File: src/rtl/display_scan_driver.sv
// Multiplexed six-digit display scanner: snapshots all digit bytes and flags once per
// frame, then drives one digit at a time with optional all-off blanking between digits.
module display_scan_driver #(
    parameter int DWELL = 64,
    parameter int BLANK = 4
) (
    input  logic       clock,
    input  logic       reset,
    input  logic       en,
    input  logic [7:0] upper10,
    input  logic [7:0] upper01,
    input  logic [7:0] lower1000,
    input  logic [7:0] lower0100,
    input  logic [7:0] lower0010,
    input  logic [7:0] lower0001,
    input  logic       AVS,
    input  logic       DAY,
    input  logic       MAX,
    input  logic       TIM,
    input  logic       col,
    input  logic       point,
    output logic [7:0] seg,
    output logic [5:0] dig,
    output logic [5:0] ann,
    output logic       frame_start
);

    typedef enum logic [1:0] {S_IDLE, S_LOAD, S_SHOW, S_BLANK} state_t;

    localparam logic [9:0] DWELL_M1 = 10'(DWELL - 1);
    localparam logic [9:0] BLANK_M1 = (BLANK == 0) ? 10'd0 : 10'(BLANK - 1);

    state_t          r_state, w_state_nxt;
    logic [2:0]      r_idx, w_idx_nxt;
    logic [9:0]      r_cnt, w_cnt_nxt;
    logic            r_ann_vld, w_ann_vld_nxt;
    logic [5:0][7:0] r_shadow;
    logic [5:0]      r_flags;
    logic            w_slot_end;
    logic [7:0]      w_cur_byte;

    always_ff @(posedge clock or negedge reset) begin
        if (!reset) begin
            r_state   <= S_IDLE;
            r_idx     <= 3'd0;
            r_cnt     <= 10'd0;
            r_ann_vld <= 1'b0;
        end else begin
            r_state   <= w_state_nxt;
            r_idx     <= w_idx_nxt;
            r_cnt     <= w_cnt_nxt;
            r_ann_vld <= w_ann_vld_nxt;
        end
    end

    always_comb begin
        w_state_nxt   = r_state;
        w_idx_nxt     = r_idx;
        w_cnt_nxt     = r_cnt;
        w_ann_vld_nxt = r_ann_vld;
        w_slot_end    = 1'b0;
        case (r_state)
            S_IDLE: if (en) w_state_nxt = S_LOAD;
            S_LOAD: begin
                w_state_nxt   = S_SHOW;
                w_idx_nxt     = 3'd0;
                w_cnt_nxt     = DWELL_M1;
                w_ann_vld_nxt = 1'b1;
            end
            S_SHOW: begin
                if (r_cnt != 10'd0) begin
                    w_cnt_nxt = r_cnt - 10'd1;
                end else if (BLANK > 0) begin
                    w_state_nxt = S_BLANK;
                    w_cnt_nxt   = BLANK_M1;
                end else begin
                    w_slot_end = 1'b1;
                end
            end
            S_BLANK: begin
                if (r_cnt != 10'd0) w_cnt_nxt = r_cnt - 10'd1;
                else                w_slot_end = 1'b1;
            end
            default: w_state_nxt = S_IDLE;
        endcase
        // en is only honoured once the sixth digit has finished, so frames never truncate
        if (w_slot_end) begin
            if (r_idx != 3'd5) begin
                w_state_nxt = S_SHOW;
                w_idx_nxt   = r_idx + 3'd1;
                w_cnt_nxt   = DWELL_M1;
            end else if (en) begin
                w_state_nxt = S_LOAD;
                w_cnt_nxt   = 10'd0;
            end else begin
                w_state_nxt   = S_IDLE;
                w_cnt_nxt     = 10'd0;
                w_ann_vld_nxt = 1'b0;
            end
        end
    end

    always_ff @(posedge clock or negedge reset) begin
        if (!reset) begin
            r_shadow <= '0;
            r_flags  <= '0;
        end else if (r_state == S_LOAD) begin
            r_shadow <= {lower0001, lower0010, lower0100, lower1000, upper01, upper10};
            r_flags  <= {point, col, TIM, MAX, DAY, AVS};
        end
    end

    always_comb begin
        case (r_idx)
            3'd0:    w_cur_byte = r_shadow[0];
            3'd1:    w_cur_byte = r_shadow[1];
            3'd2:    w_cur_byte = r_shadow[2];
            3'd3:    w_cur_byte = r_shadow[3];
            3'd4:    w_cur_byte = r_shadow[4];
            3'd5:    w_cur_byte = r_shadow[5];
            default: w_cur_byte = 8'd0;
        endcase
    end

    // Outputs decode from registers only; async reset therefore clears them immediately
    always_comb begin
        seg         = 8'd0;
        dig         = 6'd0;
        ann         = r_ann_vld ? r_flags : 6'd0;
        frame_start = (r_state == S_LOAD);
        if (r_state == S_SHOW) begin
            dig = 6'b000001 << r_idx;
            seg = w_cur_byte;
        end
    end

endmodule

File: config.mk
export PLATFORM = sky130hd
export DESIGN_NAME = display_scan_driver
export DESIGN_NICKNAME = d
export VERILOG_FILES = /design/src/rtl/display_scan_driver.sv
export SDC_FILE = /design/constraint.sdc
export NUM_CORES = 1
export LEC_CHECK = 0
export ABC_AREA = 1
export ABC_CLOCK_PERIOD_IN_PS = 2500
export CORE_MARGIN = 10
export CORE_UTILIZATION = 51
export DETAILED_ROUTE_END_ITERATION = 7
export GPL_ROUTABILITY_DRIVEN = 0
export PLACE_DENSITY_LB_ADDON = 0.1
export SLEW_MARGIN = 20
export SYNTH_ARGS = -nofsm -noshare
export SYNTH_HDL_FRONTEND = slang
export SYNTH_SLANG_ARGS = --single-unit
File: constraint.sdc
create_clock -name clock -period 2.5 [get_ports clock]
set_clock_uncertainty 0.05 [all_clocks]
set_input_delay 0.75 -clock clock [delete_from_list [all_inputs] [get_ports clock]]
set_output_delay 0.75 -clock clock [all_outputs]
set_load 0.01 [all_outputs]
==> results.py <==
metrics = {
    "global_route": {
        "antenna_found_initial": 0,
        "grt_max_degree": 92,
        "overflow": 0,
        "grt_pass1_wl_mm": 15.6,
        "grt_pass1_vias": 3251,
        "grt.total_usage_pct": 17.3,
    },
    "timing": {
        "rsz0062_at_grt": "true",
        "slew_violations": 0,
        "tns_ns": -0.235,
        "fin_crit_ns": 2.57,
        "worstMarginPinSlew_ns": 0.780,
        "setup_violations": 7,
        "setup_slack_ns": -0.0735,
        "fin_crit_sh_pct": 103,
        "fmax_ghz": 0.389,
        "hold_viol_final": 0,
        "slew_headroom_pct": 48.0,
    },
    "clock_network": {
        "cts_root_buf": "clkbuf_8",
        "htreeDepth": 3,
        "clk_path_buf_depth": 2,
        "ctsHoldBuffers": 0,
        "clock_latency_ns": 0.34,
        "cts_tree": "yes",
        "numCtsBuffers": 9,
        "path_clk_slew_ns": 0.08,
        "cts.sinks": 70,
    },
    "pwr": {
        "p_sw_share_pct": 38.5,
        "power.share.combinational_pct": 40.0,
        "power.internal_mw": 2.88,
        "pwr-share-clk_pct": 21.5,
        "seqPwrFrac_pct": 38.5,
        "total_power_mw": 4.69,
        "p_per_area_mw_per_mm2": 969,
        "p_sw_mw": 1.80,
        "peakVddDrop_mv": 0.654,
        "p_leak_nw": 2.33,
    },
    "worst_setup_path": {
        "required_ns": 1.70,
        "crit_type": "register to output pin",
        "critPathLaunchType": "register",
        "arrival_ns": 1.77,
        "cp_max_fo": 6,
        "end_kind": "output pin",
    },
    "die": {
        "start_util_pct": 52.6,
        "boundaryPins": 78,
        "fp.dieW_um": 104,
        "rows": 30,
        "core_region_area_sq_mm": 0.00679,
        "die_h_um": 104,
        "dieArea_sq_mm": 0.0108,
    },
    "status": {
        "violations": "negative setup slack",
        "status": "complete, but fails checks",
    },
    "detailed_routing": {
        "first_pass_iters": 4,
        "routed_wl_mm": 9.31,
        "vias_per_cell": 4.96,
        "ant_nets": 0,
        "drtIter0Drc": 213,
        "wl_met1_mm": 4.36,
        "vias": 3258,
        "met3_length_um": 434,
        "wire_per_inst_um": 14.2,
        "dr.max_layer_used": "met4",
        "drc": 0,
        "wl_met2_mm": 4.35,
    },
    "final_layout": {
        "area_growth_pct": 35.4,
        "final_cell_area_sq_mm": 0.00484,
        "drive_above_1_share_pct": 14.4,
        "diodes": 0,
        "layout.nets": 626,
        "fillerInstances": 528,
        "postLayoutCoreUtil_pct": 71.2,
    },
    "yosys": {
        "ys_types": 24,
        "netlist_area_sq_mm": 0.00357,
        "synth_area_leaders": "dfrtp_1 49%, nand2_1 16%, inv_1 6.6%, o21ai_0 6.6%, nor2_1 5.0%",
        "yosys_warnings": 0,
        "synth.avg_cell_area_sq_um": 7.68,
        "yosysTopAreaCellShare_pct": 49.0,
        "ys_seq_elements": 70,
        "synth_cells": 465,
        "ys_seq_area_share_pct": 49.0,
        "synth_top_area_cell": "dfrtp_1",
        "syn_nets": 535,
    },
    "placed_design": {
        "port_buffers": 77,
        "dpl.hpwl_mm": 6.37,
        "place_area_sq_mm": 0.00453,
    },
    "hold_path": {
        "min_path_type": "input pin to asynchronous set/reset pin",
    },
    "job": {
        "cap_violations": 0,
    },
}
## area by class of cell
type / count / area, sq um / share of cell area [%]
tap: 96 / 120 / 2.48
timing repair buffer: 95 / 858 / 17.7
multi-input combinational: 315 / 1640 / 34.0
clock buffer: 12 / 145 / 3.00
clock inverter: 4 / 70.1 / 1.45
sequential: 70 / 1750 / 36.3
inverter: 65 / 246 / 5.09
## kinds of logic after synthesis
family,after synthesis,share of synthesized area (%)
AOI/OAI and AO/OA,68,10.1
xor gates and xnor gates,5,1.23
adders and majority gates,13,4.55
buffers and inverters,80,8.51
DFF,70,49.0
and+or+nand+nor,229,26.6
## final timing paths
check	start	endpoint	slack (ns)	cells past startpoint
setup reg to reg	r_state[1]	r_shadow[9]	0.42	7
hold / removal	reset	r_shadow[4]	0.36	2
max in group asynchronous	reset	r_idx[1]	1.71	2
setup / recovery	r_idx[0]	seg[5]	-0.07	8
hold reg to reg	r_flags[0]	r_flags[0]	0.42	2
min in group clock	r_flags[0]	r_flags[0]	0.42	2
## cells in the mapped netlist, drive strengths merged
library cell    n
clkbuf         12
a21oi           5
nor2           52
o22ai          13
dfrtp          70
nand4           3
nand2         154
clkinv          1
a31oi           3
ha             13
inv            64
nand3          12
nor3            7
o21ai          47
xnor2           2
buf             3
or2             1
xor2            3
## through the flow
stage	hold WS (ns)	cells	worst slack, ns
finish	0.356	657	-0.0735
global route	0.384	657	-0.144
CTS	0.382	656	-0.0749
detailed placement	0.409	638	-0.187
global placement	0.404	638	-0.125
floorplan	0.392	465	0.380
## flip-flops by register name (all words and copies together), names as in the netlist
signal and flops:
r_shadow 48, r_idx 3, r_flags 6, r_ann_vld 1, r_cnt 10, r_state 2
## metal layers
metal / vias up / track usage, %
met3: 23 / 4.40
met2: 86 / 26.9
met4: 0 / 6.86
met1: 1528 / 22.4
met5: - / 0
li1: 1621 / -
## cells in the final DEF, fill, tap and decap left out, drive strengths merged, types with 3 or more instances in the layout
cell	synthesis	routed
clkinv	1	3
o21ai	47	47
nor3	7	7
a21oi	5	5
nand4	3	3
buf	3	27
nand2	154	154
nor2	52	52
o22ai	13	13
ha	13	13
nand3	12	12
clkbuf	12	17
a31oi	3	3
inv	64	64
dfrtp	70	70
xor2	3	3
clkdlybuf4s50	0	62
## worst max-delay path, stage by stage (launching register included)
cell and delay, ns:
dfrtp_2 0.43, buf_6 0.13, ha_4 0.16, nand2_4 0.08, buf_4 0.14, o22ai_2 0.14
nor2_2 0.07, a31oi_1 0.14, buf_2 0.16
## power by group through the flow
stage	combinational, mW	clock, mW	sequential [mW]
floorplan	1.23	0	1.76
global placement	1.83	0	1.80
detailed placement	1.88	0	1.82
CTS	1.87	1.02	1.80
global route	2.15	1.08	1.86
finish	1.88	1.01	1.80
## timing repair
action	CTS	global route
gates resized for setup	62	28
endpoints found under the setup margin	14	14
pin swaps	11	5
buffers inserted	2	1
Power figures use the tool's default switching activity.
